===== src/rtl/hazard_unit_if.sv =====
// -----------------------------------------------------------------------------
// hazard_unit_if
//
// Purpose: groups the decode-stage request and the hazard answer that passes
// between the pipeline's decode logic and the hazard unit.
//
// Parameters:
//   SEL_W        forward-select width; must match the hazard unit's SEL_W.
//
// Signals:
//   Instr        decode-stage MIPS instruction (32'hffffffff is a bubble)
//   Instr_valid  Instr is a real instruction; 0 means treat it as a bubble
//   Flush        decode-stage instruction is being killed (taken branch)
//   Fwd_a        source for rs: 0 = register file, k = result at distance k
//   Fwd_b        source for rt, same encoding as Fwd_a
//   Stall        hold PC and decode, inject a bubble into E
//
// Modports:
//   master       decode side: drives the instruction, receives the answer
//   slave        hazard unit: receives the instruction, drives the answer
// -----------------------------------------------------------------------------
interface hazard_unit_if #(
  parameter int SEL_W = 3
);

  logic [31:0]      Instr;
  logic             Instr_valid;
  logic             Flush;
  logic [SEL_W-1:0] Fwd_a;
  logic [SEL_W-1:0] Fwd_b;
  logic             Stall;

  modport master (
    output Instr,
    output Instr_valid,
    output Flush,
    input  Fwd_a,
    input  Fwd_b,
    input  Stall
  );

  modport slave (
    input  Instr,
    input  Instr_valid,
    input  Flush,
    output Fwd_a,
    output Fwd_b,
    output Stall
  );

endinterface


===== src/rtl/hazard_unit.sv =====
// -----------------------------------------------------------------------------
// hazard_unit
//
// Purpose: data-hazard detection for a classic in-order MIPS pipeline. A
// DEPTH-entry shadow shift register mirrors what each stage after decode will
// write (entry 1 = E, 2 = M, 3 = W, ...). The decode-stage instruction is
// compared against it to pick forwarding sources for rs/rt and to detect the
// one load-use case that forwarding cannot cover, which raises Stall.
//
// Parameters:
//   DEPTH        producer stages tracked after decode (2..7)
//   REG_W        register address width
//   SEL_W        forward-select width, 2**SEL_W > DEPTH
//
// Ports:
//   Clk          clock, rising edge
//   Rst_n        asynchronous active-low reset
//   bus          hazard_unit_if.slave: Instr, Instr_valid, Flush in;
//                Fwd_a, Fwd_b, Stall out (combinational, zero latency)
//   Stall_cnt    (only with HAZARD_STATS_EN) saturating count of stall cycles
//
// Build option:
//   HAZARD_STATS_EN  when defined, adds the Stall_cnt output and its counter.
//                    When undefined the port and counter do not exist.
// -----------------------------------------------------------------------------
module hazard_unit #(
  parameter int DEPTH = 3,
  parameter int REG_W = 5,
  parameter int SEL_W = 3
) (
  input  logic        Clk,
  input  logic        Rst_n,
  hazard_unit_if.slave bus
`ifdef HAZARD_STATS_EN
  ,
  output logic [15:0] Stall_cnt
`endif
);

  // MIPS primary opcodes the unit understands.
  localparam logic [5:0] OP_RTYPE = 6'h00;
  localparam logic [5:0] OP_BEQ   = 6'h04;
  localparam logic [5:0] OP_ADDI  = 6'h08;
  localparam logic [5:0] OP_ORI   = 6'h0d;
  localparam logic [5:0] OP_LW    = 6'h23;
  localparam logic [5:0] OP_SW    = 6'h2b;

  localparam logic [31:0] BUBBLE_WORD = 32'hffff_ffff;

  // One shadow entry: what the instruction in that stage will write back.
  typedef struct packed {
    logic             wr_en;
    logic [REG_W-1:0] dest;
    logic             is_load;
  } entry_t;

  // Entry k is the instruction k stages past decode.
  entry_t [DEPTH:1] shadow;

  // ---------------------------------------------------------------------------
  // Decode of the decode-stage instruction
  // ---------------------------------------------------------------------------
  logic [5:0]       opcode;
  logic [REG_W-1:0] rs;
  logic [REG_W-1:0] rt;
  logic [REG_W-1:0] rd;
  logic             is_bubble;
  logic             reads_rs;
  logic             reads_rt;
  entry_t           dec;

  assign opcode    = bus.Instr[31:26];
  assign rs        = REG_W'(bus.Instr[25:21]);
  assign rt        = REG_W'(bus.Instr[20:16]);
  assign rd        = REG_W'(bus.Instr[15:11]);
  assign is_bubble = !bus.Instr_valid || (bus.Instr == BUBBLE_WORD);

  // shamt/funct/low immediate bits never influence hazards.
  logic unused_low_bits;
  assign unused_low_bits = ^bus.Instr[10:0];

  always_comb begin
    // NOTE: every output of a combinational block gets a default before any
    // branch; a path that leaves one unassigned would infer a latch.
    reads_rs = 1'b0;
    reads_rt = 1'b0;
    dec      = '0;
    if (!is_bubble) begin
      case (opcode)
        OP_RTYPE: begin
          reads_rs  = 1'b1;
          reads_rt  = 1'b1;
          dec.wr_en = 1'b1;
          dec.dest  = rd;
        end
        OP_LW: begin
          reads_rs    = 1'b1;
          dec.wr_en   = 1'b1;
          dec.dest    = rt;
          dec.is_load = 1'b1;
        end
        OP_SW, OP_BEQ: begin
          reads_rs = 1'b1;
          reads_rt = 1'b1;
        end
        OP_ADDI, OP_ORI: begin
          reads_rs  = 1'b1;
          dec.wr_en = 1'b1;
          dec.dest  = rt;
        end
        default: ;  // unknown opcode: no reads, no writes
      endcase
    end
  end

  // ---------------------------------------------------------------------------
  // Hazard resolution (combinational from shadow + Instr)
  // ---------------------------------------------------------------------------
  logic             load_use;
  logic             stall;
  logic [SEL_W-1:0] fwd_a;
  logic [SEL_W-1:0] fwd_b;

  always_comb begin
    // A load one stage ahead has no result yet; only a stall can cover it.
    // Register 0 is hard-wired and never creates a dependency.
    load_use = shadow[1].is_load && shadow[1].wr_en && (shadow[1].dest != '0) &&
               ((reads_rs && (shadow[1].dest == rs)) ||
                (reads_rt && (shadow[1].dest == rt)));
    // A flushed instruction never executes, so it must not stall the pipe.
    stall = load_use && !bus.Flush;

    // Scan farthest to nearest so the nearest writer overwrites older ones.
    fwd_a = '0;
    fwd_b = '0;
    for (int k = DEPTH; k >= 1; k--) begin
      if (reads_rs && shadow[k].wr_en && (shadow[k].dest != '0) &&
          (shadow[k].dest == rs)) begin
        fwd_a = SEL_W'(k);
      end
      if (reads_rt && shadow[k].wr_en && (shadow[k].dest != '0) &&
          (shadow[k].dest == rt)) begin
        fwd_b = SEL_W'(k);
      end
    end

    // The instruction is replayed next cycle; selects are meaningless now.
    if (stall) begin
      fwd_a = '0;
      fwd_b = '0;
    end
  end

  assign bus.Fwd_a = fwd_a;
  assign bus.Fwd_b = fwd_b;
  assign bus.Stall = stall;

  // ---------------------------------------------------------------------------
  // Shadow shift register
  // ---------------------------------------------------------------------------
  entry_t entry1_next;

  // A stalled or flushed decode slot enters E as a bubble. Bubbles and invalid
  // slots already decode to all-zero.
  assign entry1_next = (stall || bus.Flush) ? '0 : dec;

  always_ff @(posedge Clk or negedge Rst_n) begin
    if (!Rst_n) begin
      // NOTE: the shadow register is real pipeline state rather than a data
      // buffer; stale entries after reset would raise false hazards, so every
      // entry is cleared.
      shadow <= '0;
    end else begin
      // NOTE: non-blocking assignment so every entry shifts from its value
      // before the edge, independent of statement order.
      shadow <= {shadow[DEPTH-1:1], entry1_next};
    end
  end

`ifdef HAZARD_STATS_EN
  // ---------------------------------------------------------------------------
  // Stall statistics: saturating count of stall cycles
  // ---------------------------------------------------------------------------
  always_ff @(posedge Clk or negedge Rst_n) begin
    if (!Rst_n) begin
      Stall_cnt <= '0;
    end else if (stall && (Stall_cnt != 16'hffff)) begin
      Stall_cnt <= Stall_cnt + 16'd1;
    end
  end
`endif

endmodule

===== src/flat_wrapper.sv =====
// flat-port wrapper written by rule: the top's interface ports become plain ports
module hazard_unit_flat 
#(
  parameter int DEPTH = 3,
  parameter int REG_W = 5,
  parameter int SEL_W = 3
)
  (Clk, Rst_n, bus_Instr, bus_Instr_valid, bus_Flush, bus_Fwd_a, bus_Fwd_b, bus_Stall);
  hazard_unit_if #(.SEL_W(SEL_W)) bus_i ();
  input  logic Clk;
  input  logic Rst_n;
  input wire logic [$bits(bus_i.Instr)-1:0] bus_Instr;
  input wire logic [$bits(bus_i.Instr_valid)-1:0] bus_Instr_valid;
  input wire logic [$bits(bus_i.Flush)-1:0] bus_Flush;
  output wire logic [$bits(bus_i.Fwd_a)-1:0] bus_Fwd_a;
  output wire logic [$bits(bus_i.Fwd_b)-1:0] bus_Fwd_b;
  output wire logic [$bits(bus_i.Stall)-1:0] bus_Stall;
  assign bus_i.Instr = bus_Instr;
  assign bus_i.Instr_valid = bus_Instr_valid;
  assign bus_i.Flush = bus_Flush;
  assign bus_Fwd_a = bus_i.Fwd_a;
  assign bus_Fwd_b = bus_i.Fwd_b;
  assign bus_Stall = bus_i.Stall;
  hazard_unit #(.DEPTH(DEPTH), .REG_W(REG_W), .SEL_W(SEL_W)) u_core (.Clk(Clk), .Rst_n(Rst_n), .bus(bus_i));
endmodule

===== config.mk =====
export PLATFORM = sky130hd
export DESIGN_NAME = hazard_unit_flat
export DESIGN_NICKNAME = d
export VERILOG_FILES = /design/src/rtl/hazard_unit_if.sv /design/src/rtl/hazard_unit.sv /design/src/flat_wrapper.sv
export SDC_FILE = /design/constraint.sdc
export NUM_CORES = 1
export LEC_CHECK = 0
export CAP_MARGIN = 25
export CORE_ASPECT_RATIO = 1.4
export CORE_UTILIZATION = 35
export DETAILED_ROUTE_END_ITERATION = 8
export SYNTH_ARGS = -nofsm -noshare
export SYNTH_HDL_FRONTEND = slang
export SYNTH_SLANG_ARGS = --single-unit

===== constraint.sdc =====
create_clock -name Clk -period 2.58 [get_ports Clk]
set_clock_uncertainty 0.2 [all_clocks]
set_input_delay 0.258 -clock Clk [delete_from_list [all_inputs] [get_ports Clk]]
set_output_delay 0.258 -clock Clk [all_outputs]
set_load 0.005 [all_outputs]

# Yosys cells after proc, flatten, opt, wreduce, memory -nomap -nowiden
# Index checks and enable logic that the tools add are counted.
# word_totals
ram_bits,0
output_inout_bits,7
elab_cells,71
mem_count,0
romBits,0
inputBits,36
latch_bits,0
regBits,19
# op_classes
n_eq_ne,12
multipliers,0
div,0
n_bitwise,0
n_addsub,0
order_cmp,0
shift,0
muxes,16
reduce_logical,36
# ops
cell,n
$eq A32 B32 Y1 const B,1
$eq A5 B5 Y1,6
$logic_and A1 B1 Y1,24
$mux W2,8
$reduce_bool A5 Y1,3
$mux W7,2
$eq A6 B4 Y1 const B,2
$eq A6 B6 Y1 const B,2
$pmux W6 S2,1
$eq A6 B3 Y1 const B,1
$logic_not A6 Y1,1
$reduce_or A3 Y1,2
$reduce_or A6 Y1,1
$mux W1,5
$logic_or A1 B1 Y1,3
$logic_not A1 Y1,2

# Longest topological paths before layout
# Gate-level depths: netlist (run 1).
# logic_depth
depth_word,11
mapped_depth,7
depth_no_buf,6

# Least setup slack after synthesis (run 1)
# No wires, ideal clock.
# synth_timing
path_type,flip-flop to output port
start,register u_core.shadow[9] (netlist bit)
end,output bus_Fwd_a[0]
path_buffers,0
path_slack_ns,0.356
path_stages_with_launch,7
arrival_ns,1.766
path_cell_list,dfrtp_1 -> or4_1 -> nor2_1 -> nor4_1 -> or3_1 -> o21bai_1 -> a21oi_1
# synth_via
elab_chain_len,6
word_cells_on_any_way,7
classes_between,eq/ne (1); mux (3); reduce/logical (3)
# synth_rtl
element,line_no,rtl
start: declaration,hazard_unit.sv:58,entry_t [DEPTH:1] shadow;
start signal: assignment,hazard_unit.sv:176,"shadow <= {shadow[DEPTH-1:1], entry1_next};"
$reduce_bool A5 Y1,hazard_unit.sv:137,if (reads_rs && shadow[k].wr_en && (shadow[k].dest != '0) &&
$logic_and A1 B1 Y1,hazard_unit.sv:137,
$logic_and A1 B1 Y1 (*),hazard_unit.sv:137,
$mux W2 (*) (2 in series),hazard_unit.sv:137,
$mux W2 (*),hazard_unit.sv:148,if (stall) begin
end: declaration,flat_wrapper.sv:15,output wire logic [$bits(bus_i.Fwd_a)-1:0] bus_Fwd_a;
# Every way passes the cells marked *; elsewhere a longest branch is shown, timed or not.

# Worst setup path after layout (run 1)
# layout_timing
start,register u_core.shadow[8] (netlist bit)
end,output bus_Fwd_a[0]
# Same word-level chain as after synthesis.

==> reports/summary.md, run 1 <==
The run finished, with violations left. The final reports fail on setup timing. The run gives 20 as the maximum number of pins on one net before global-route repair.

The finished layout holds 276 standard cells, fillers aside. The worst-case IR drop observed on VDD is 0.402 mV. After detailed routing, the number of remaining DRC violations is 0. In this run, the number of DRC markers left after iteration 0 of detailed routing was 29. The post-synthesis simple-gate area fraction came out at 25.6%. The run gives 1 as the depth of the CTS H-tree. The worst setup path is launched from a register. The worst hold path begins at bus_Instr[11]. At the end of the flow, the number of nets in the layout was 271. The largest delay contributor family on the critical path is simple AND/OR/NAND/NOR gates. The tools report the half-perimeter wire length of the detailed placement result as 3.47 mm.

The logs give 0 for the count of nets left with antenna violations after detail routing and 1378 for the via count of the first global-routing pass. The die boundary width came out at 54.4 microns. Sequential elements use 35.3% of the synthesized area.

The library cell used most frequently in the layout, excluding fill and tap cells, is sky130_fd_sc_hd__buf_4. During placement, the flow inserted port buffers numbering 40. In the final layout, the share of cells above drive strength 1 is 38.0%.

0 antenna diodes ended up in the layout. Counting every sink on the clock net gives 19. The top cell types in the final layout, fill and taps aside, are 51 x sky130_fd_sc_hd__buf_4, 19 x sky130_fd_sc_hd__dfrtp_1, 17 x sky130_fd_sc_hd__xnor2_1, 15 x sky130_fd_sc_hd__clkdlybuf4s50_1, 10 x sky130_fd_sc_hd__nor2_1.

Fill cells in the final layout number 312. The slowest stage of the critical path belongs to the cell sky130_fd_sc_hd__or4_4. The cell count after synthesis is 144, and the number of antenna violations at the first check in global routing is 0. Yosys attributes the largest share of cell area to sky130_fd_sc_hd__dfrtp_1 35%, sky130_fd_sc_hd__xnor2_1 12%, sky130_fd_sc_hd__xor2_1 7.8%.

After layout, the worst path uses 103% of the clock period. The logs give 0.911 for the global placement routability congestion and 4.55 mm for the total wirelength of the detailed-routed design. The delay of the slowest cell on the worst path was 530 ps; the synthesized area per cell was 9.35 sq um. Main combinational cell family by area after synthesis: simple AND/OR/NAND/NOR gates.

Setup repair after global routing could not meet its margin everywhere. The die covers 4100 sq um. The die is 75.4 microns tall. The number of slew-limit violations in the final report was 0; the power density over the cells was 292 nW/um^2. The clock reaches the later pin of the worst-skew pair after 250 ps. Synthesis-to-layout area growth: 72.9%. For this design the static power due to leakage is 1.08 nW. The final number of hold-violating endpoints is 0, and the top cell type's share of synthesized area is 35.3%. Of the total synthesized cell area, the portion taken by XOR and XNOR cells is 20.2%.

For the minimum setup slack in the final design, the log shows -85.4 ps. The transition time at the pin with the least slew margin was 832 ps. In this run the worst setup path begins at u_core.shadow[8]. The worst setup path category was register to output pin. Subtracting the final worst setup slack from the clock period gives 2670 ps.

The post-synthesis compound-gate area fraction works out to 14.9%. Setup violations remaining at the end of the flow were counted as 2. In this run the worst hold path is classified as input pin to register. For this configuration, the core starts out at a cell density of 36.6%. The multiplexer share of the synthesized area came out at 0%.

The leftover overflow at the end of global routing came out at 0. Row generation in the floorplan step produced 26 rows. The first-pass GRT wire length is 6.32 mm. The startpoint identified for the worst register-to-register timing path is u_core.shadow[1]. Traced cell by cell, the critical path runs through or4_4 -> nor2_4 -> nor4_4 -> or3_4 -> o21bai_1 -> a21oi_1 -> buf_2.

The clock edge transition at the registers on the reported setup and hold paths was 70 ps. For the worst setup path, the data arrival time is 2210 ps. The count of buffer and inverter cells on the critical path is 1. Largest fanout on the critical path: 2. The register with the most flip-flops in the final layout is u_core.shadow.

The tools report the count of max-cap constraint violations as 0. The detailed router placed 1433 vias in this run. The ratio of routed vias to standard cells came out at 5.19.

In this run the deepest clock path goes through 2 buffers. The run gives 0 as the number of warnings reported in the yosys synthesis log. After detailed placement, the design holds a cell count of 265. Before CTS, the worst setup slack after placement is -674 ps.

Of the total synthesized cell area, the portion taken by full adders, half adders and majority gates is 0%. In this run, synthesis produced a sequential element count of 19. The number of flip-flops under the largest register name works out to 19. The achievable frequency was 375 MHz; the count of pins on the block boundary was 43. The count of different cell masters after synthesis is 37.

In this run the clock root is driven by a sky130_fd_sc_hd__clkbuf_8. For the core outline area, the log shows 3680 sq um. The post-synthesis cell type with the largest combined area was sky130_fd_sc_hd__dfrtp_1. The synthesized netlist occupies a cell area of 1350 sq um. In the final routed layout, each cell accounts on average for 16.5 microns. For the overall routing resource usage, the log shows 21.8%. The worst pin sits at a relative slew slack of 44.3%.

Data on the critical path is required at its endpoint by 2120 ps. The largest registers in the layout are u_core.shadow: 19 flops. The number of clock buffers added by TritonCTS is 3. TritonCTS built the clock tree.

Once layout is complete, the utilization of the core stands at 63.3%. STA classifies the critical path endpoint as an output pin. Before antenna repair, the detailed router went through 4 iterations.
## through the flow
stage | hold WS, ps | setup TNS (ps) | instance area [sq um] | power (mW)
2_1_floorplan | -238 | 0 | 1350 | 0.365
3_3_place_gp | 179 | -3900 | 2110 | 0.475
3_5_place_dp | 182 | -4220 | 2110 | 0.478
4_1_cts | 203 | -110 | 2200 | 0.680
5_1_grt | 221 | -476 | 2330 | 0.712
6_report | 202 | -139 | 2330 | 0.679
## timing repair
item                       in CTS  in global routing
hold buffers                    0                  0
setup endpoints to repair       5                  5
pin swaps                      15                 14
setup buffers                   4                  4
cloned                          0                  0
gates resized for setup        49                 23
## worst min-delay path: stages
cell	delay, ps
sky130_fd_sc_hd__dlymetal6s2s_1	130
sky130_fd_sc_hd__buf_4	130
sky130_fd_sc_hd__nand2_1	50
sky130_fd_sc_hd__a21oi_1	50
## cell usage after synthesis
library cell,n
sky130_fd_sc_hd__o21bai_1,2
sky130_fd_sc_hd__nor4b_1,1
sky130_fd_sc_hd__o21ai_2,1
sky130_fd_sc_hd__xor2_1,12
sky130_fd_sc_hd__xnor2_1,19
sky130_fd_sc_hd__a2111oi_0,1
sky130_fd_sc_hd__or3b_2,1
sky130_fd_sc_hd__a21oi_1,5
sky130_fd_sc_hd__and2_1,2
sky130_fd_sc_hd__o2bb2ai_1,2
sky130_fd_sc_hd__conb_1,1
sky130_fd_sc_hd__o41ai_4,1
sky130_fd_sc_hd__dfrtp_1,19
sky130_fd_sc_hd__nand2b_1,2
sky130_fd_sc_hd__nor3b_1,1
sky130_fd_sc_hd__or4_1,5
sky130_fd_sc_hd__nor4_1,5
sky130_fd_sc_hd__nor2_2,1
sky130_fd_sc_hd__nand3_1,7
sky130_fd_sc_hd__buf_4,2
sky130_fd_sc_hd__or3_1,3
sky130_fd_sc_hd__inv_1,3
sky130_fd_sc_hd__o32a_1,1
sky130_fd_sc_hd__nand4_1,8
sky130_fd_sc_hd__nand3b_1,1
sky130_fd_sc_hd__a22oi_1,4
sky130_fd_sc_hd__or4_4,1
sky130_fd_sc_hd__clkbuf_1,4
sky130_fd_sc_hd__o31ai_4,1
sky130_fd_sc_hd__a31o_2,1
sky130_fd_sc_hd__o21ai_0,3
sky130_fd_sc_hd__nand2_1,5
sky130_fd_sc_hd__nor2_1,11
sky130_fd_sc_hd__a31oi_1,2
sky130_fd_sc_hd__nor3_1,3
sky130_fd_sc_hd__nor4_4,1
sky130_fd_sc_hd__buf_2,2
## cells by family (layout without fill, tap and decap cells)
group | after synthesis | in the layout
other cells | 1 | 2
simple gates | 58 | 58
flops | 19 | 19
compound gates | 24 | 24
xor+xnor | 31 | 31
buf+inv | 11 | 100
## per-layer routing
layer / global-route usage (%) / wire length, microns / vias up
li1: - / - / 700
met1: 22.5 / 1690 / 695
met2: 43.1 / 2670 / 30
met3: 2.20 / 100 / 8
met4: 7.98 / 90 / 0
met5: 0 / 0 / -
## area by class of cell
type | instances | area [sq um] | share of cell area, %
Timing Repair Buffer | 93 | 788 | 33.9
Sequential cell | 19 | 475 | 20.4
Inverter | 3 | 11.3 | 0.484
Clock inverter | 1 | 5.00 | 0.215
Tap cell | 42 | 52.6 | 2.26
Multi-Input combinational cell | 115 | 953 | 41.0
Clock buffer | 3 | 41.3 | 1.77
## power breakdown
part	switching (mW)	internal [mW]	total [mW]
registers	0.00205	0.300	0.302
clock network	0.0924	0.107	0.200
logic	0.0774	0.100	0.178
## final timing paths
kind | to | slack (ps) | depth (start not counted)
max in group asynchronous | u_core.shadow[16] | 1380 | 1
hold / removal | u_core.shadow[1] | 200 | 4
setup reg to reg | u_core.shadow[4] | 450 | 9
hold reg to reg | u_core.shadow[13] | 210 | 0
min in group asynchronous | u_core.shadow[6] | 280 | 1
setup / recovery | bus_Fwd_a[0] | -90 | 7
Note: power is estimated with default switching activity, not from simulation.
==> run 2, diff against run 1 <==
Settings changed: CORE_UTILIZATION 35 to 46, PLACE_DENSITY set to 0.8.
==> run 2 against run 1 <==
The flow still finishes with violations (setup timing). Combinational power up 3%. Worst hold slack better by 7.6 ps. Routed wire length up 16%. Cell count down 3.6%. Global-route usage up 10 points. Sequential share of layout area up 0.88 points. Non-clock buffer count down 4.
==> reports/summary.md, run 2 (synthesis gave the netlist of run 1 again) <==
The run finished, with violations left. The final reports fail on setup timing. The tools report the clock tree root buffer cell as sky130_fd_sc_hd__clkbuf_4. After detailed routing, the number of remaining DRC violations is 0. After routing, the total negative slack on setup checks comes to -522 ps.

For the final number of hold-violating endpoints, the log shows 0. The number of antenna violations at the first check in global routing is 0, and the leakage power summed over all cells is 0.989 nW. Clock-pin slew was measured on the worst setup and hold paths at 110 ps. The number of stages on the worst hold path came out at 0. The depth of the CTS H-tree was 1. The most common library cell in the layout ignoring fill and taps is sky130_fd_sc_hd__buf_4.

Setup violations remaining at the end of the flow were counted as 3. The core region is 2700 sq um. The worst-case reg-to-reg path depth is 8, and the data required time of the worst path is 2120 ps.

The worst hold path belongs to the class register to register. Across the VDD grid, the largest voltage drop is 0.384 mV. Number of slew-limit violations in the final report: 0. The final layout contains 267 nets.

For this design the ratio of total power to cell area is 284 nW/um^2. At the worst endpoint, the arrival time is 2380 ps. The largest fanout on the critical path was 3. In this run the horizontal extent of the chip is 47.7 microns.

The count of pins on the block boundary came out at 43. In the final layout, the registers with the most flip-flops are u_core.shadow: 19 flops. The share of the clock period used by the worst path was 110%; the number of DRC markers in iteration 0 was 72.

The tools report the worst min-delay path endpoint as u_core.shadow[13]. Ranked by flip-flop count, first place goes to u_core.shadow. The initial utilization of the core area, before any placement, comes to 49.9%. Using the TritonRoute via totals, the vias-per-cell ratio works out to 5.92. Relative to the synthesized area, the layout overhead comes to 66.2%. Power comes to 0.635 mW.

Setup repair after global routing could not meet its margin everywhere. Worst setup path category: register to output pin. The via count of the first global-routing pass is 1528, and the number of buffers added on ports is 40.

The number of antenna diodes was 0. The tools report the capturing element type of the critical path as an output pin. TritonCTS built the clock tree.

The run gives 209 ps as the smallest hold slack. Total clock sinks: 19. The tools report the maximum number of pins on one net before global-route repair as 20.

At the end of routability-driven placement, the weighted congestion stood at 0.939. The clock passes through at most 2 buffers. The routed layout has 1576 vias. Clock tree synthesis inserted a total of 3 buffers. The floorplan has 22 rows.

The average wire per cell in the routed design works out to 19.8 microns. The number of flip-flops under the largest register name is 19. In the global route stage, overall resource usage came out at 31.8%. The worst setup path is launched from a register. The tools report the half-perimeter wire length of the detailed placement result as 3.61 mm. The startpoint identified for the worst hold timing path is u_core.shadow[6].

The transition time at the pin with the least slew margin works out to 868 ps. The count of nets left with antenna violations once routing finished came out at 0. The minimum setup slack in the final design is -259 ps, and the count of max-cap constraint violations is 0.

In this run the critical register-to-register path is launched from u_core.shadow[3]. The total wirelength of the detailed-routed design came out at 5.27 mm. The worst path needs 2840 ps of the cycle, external delays included.

At the placement stage, the worst setup path has a slack of -662 ps. For the first-pass GRT wire length, the log shows 7.00 mm. Based on the critical path, the design can be clocked at up to 352 MHz. The die covers 3150 sq um. Measured against its own limit, the worst slew margin works out to 41.9%. For this run, the detailed router's first-pass iteration total came to 4. Across all register-to-register paths, the minimum setup slack is 380 ps. Clock latency on the worst-skew pair, taken at its later pin, is 290 ps. Measured along the y axis, the die boundary spans 66.0 microns.

Global routing finished with a remaining overflow of 0. Fraction of final layout cells with drive strength greater than 1: 38.3%. Filler cell count: 142. Leaving out fill and tap cells, the most frequent cells in the layout are 45 x sky130_fd_sc_hd__buf_4, 18 x sky130_fd_sc_hd__xnor2_1, 18 x sky130_fd_sc_hd__clkdlybuf4s50_1, 18 x sky130_fd_sc_hd__dfrtp_1, 12 x sky130_fd_sc_hd__xor2_1. The endpoint identified for the worst register-to-register timing path is u_core.shadow[3].
## run 2: cell types whose count changed in the layout (fill, tap and decap cells not counted), sizes merged
| cell | delta |
|---|---|
| buf | -2 |
| clkdlybuf4s50 | +3 |
| dlygate4sd2 | +3 |
| clkdlybuf4s15 | -1 |
| dlymetal6s2s | -7 |
## run 2: repair_timing
action	CTS	global route
setup endpoints to repair	5	5
cloned	0	0
pin swaps	18	12
resized for setup	54	24
hold buffers	0	0
setup buffers	7	3
## run 2: worst max path at each step
stage | startpoint | to | cells past startpoint
after CTS | u_core.shadow[16] | bus_Fwd_a[0] | 7
after global routing | u_core.shadow[10] | bus_Fwd_b[0] | 9
after global placement | bus_Instr[22] | bus_Fwd_a[0] | 8
after detailed placement | bus_Instr[22] | bus_Fwd_a[0] | 8
final | u_core.shadow[16] | bus_Fwd_a[0] | 7
after floorplan | u_core.shadow[9] | bus_Fwd_a[0] | 6
## run 2: metal layers
layer	GRT usage (%)	wire length, microns
met1	35.4	1930
met2	53.4	2820
met3	7.65	292
met4	16.0	228
met5	0	0
## run 2: final cells by class
class                      instances  area, sq um  area share, %
clock buffer                       3         22.5           1.01
clock inverter                     1         5.00          0.224
inverter                           3         11.3          0.503
multi-input combinational        115          942           42.1
sequential                        19          477           21.3
tap                               36         45.0           2.01
timing repair buffer              89          734           32.8
## run 2: worst max-delay path, stage by stage (launching register included)
cell and delay [ps]:
sky130_fd_sc_hd__dfrtp_1 470, sky130_fd_sc_hd__or4_1 170, sky130_fd_sc_hd__o21ai_2 70, sky130_fd_sc_hd__or4_4 540, sky130_fd_sc_hd__or3_4 340, sky130_fd_sc_hd__o21bai_1 160, sky130_fd_sc_hd__a21oi_1 190, sky130_fd_sc_hd__buf_2 150
## run 2: where the power goes
group / total [mW] / leakage [nW] / switching (mW) / internal [mW]
logic: 0.183 / 0.708 / 0.0854 / 0.0979
clock network: 0.149 / 0.0177 / 0.0917 / 0.0577
registers: 0.302 / 0.263 / 0.00229 / 0.300
## run 2: per-stage QoR
step | util (%) | cells | area [sq um]
2_1_floorplan | - | 145 | 1350
3_3_place_gp | 76.2 | 253 | 2060
3_5_place_dp | 76.2 | 253 | 2060
4_1_cts | 79.3 | 264 | 2140
5_1_grt | 82.9 | 266 | 2240
6_report | 82.9 | 266 | 2240
==> run 3, diff against run 2 <==
Settings changed: CAP_MARGIN 25 to 20.
==> results of run 3 <==
Final layout, timing and power as in run 2 (identical DEF).
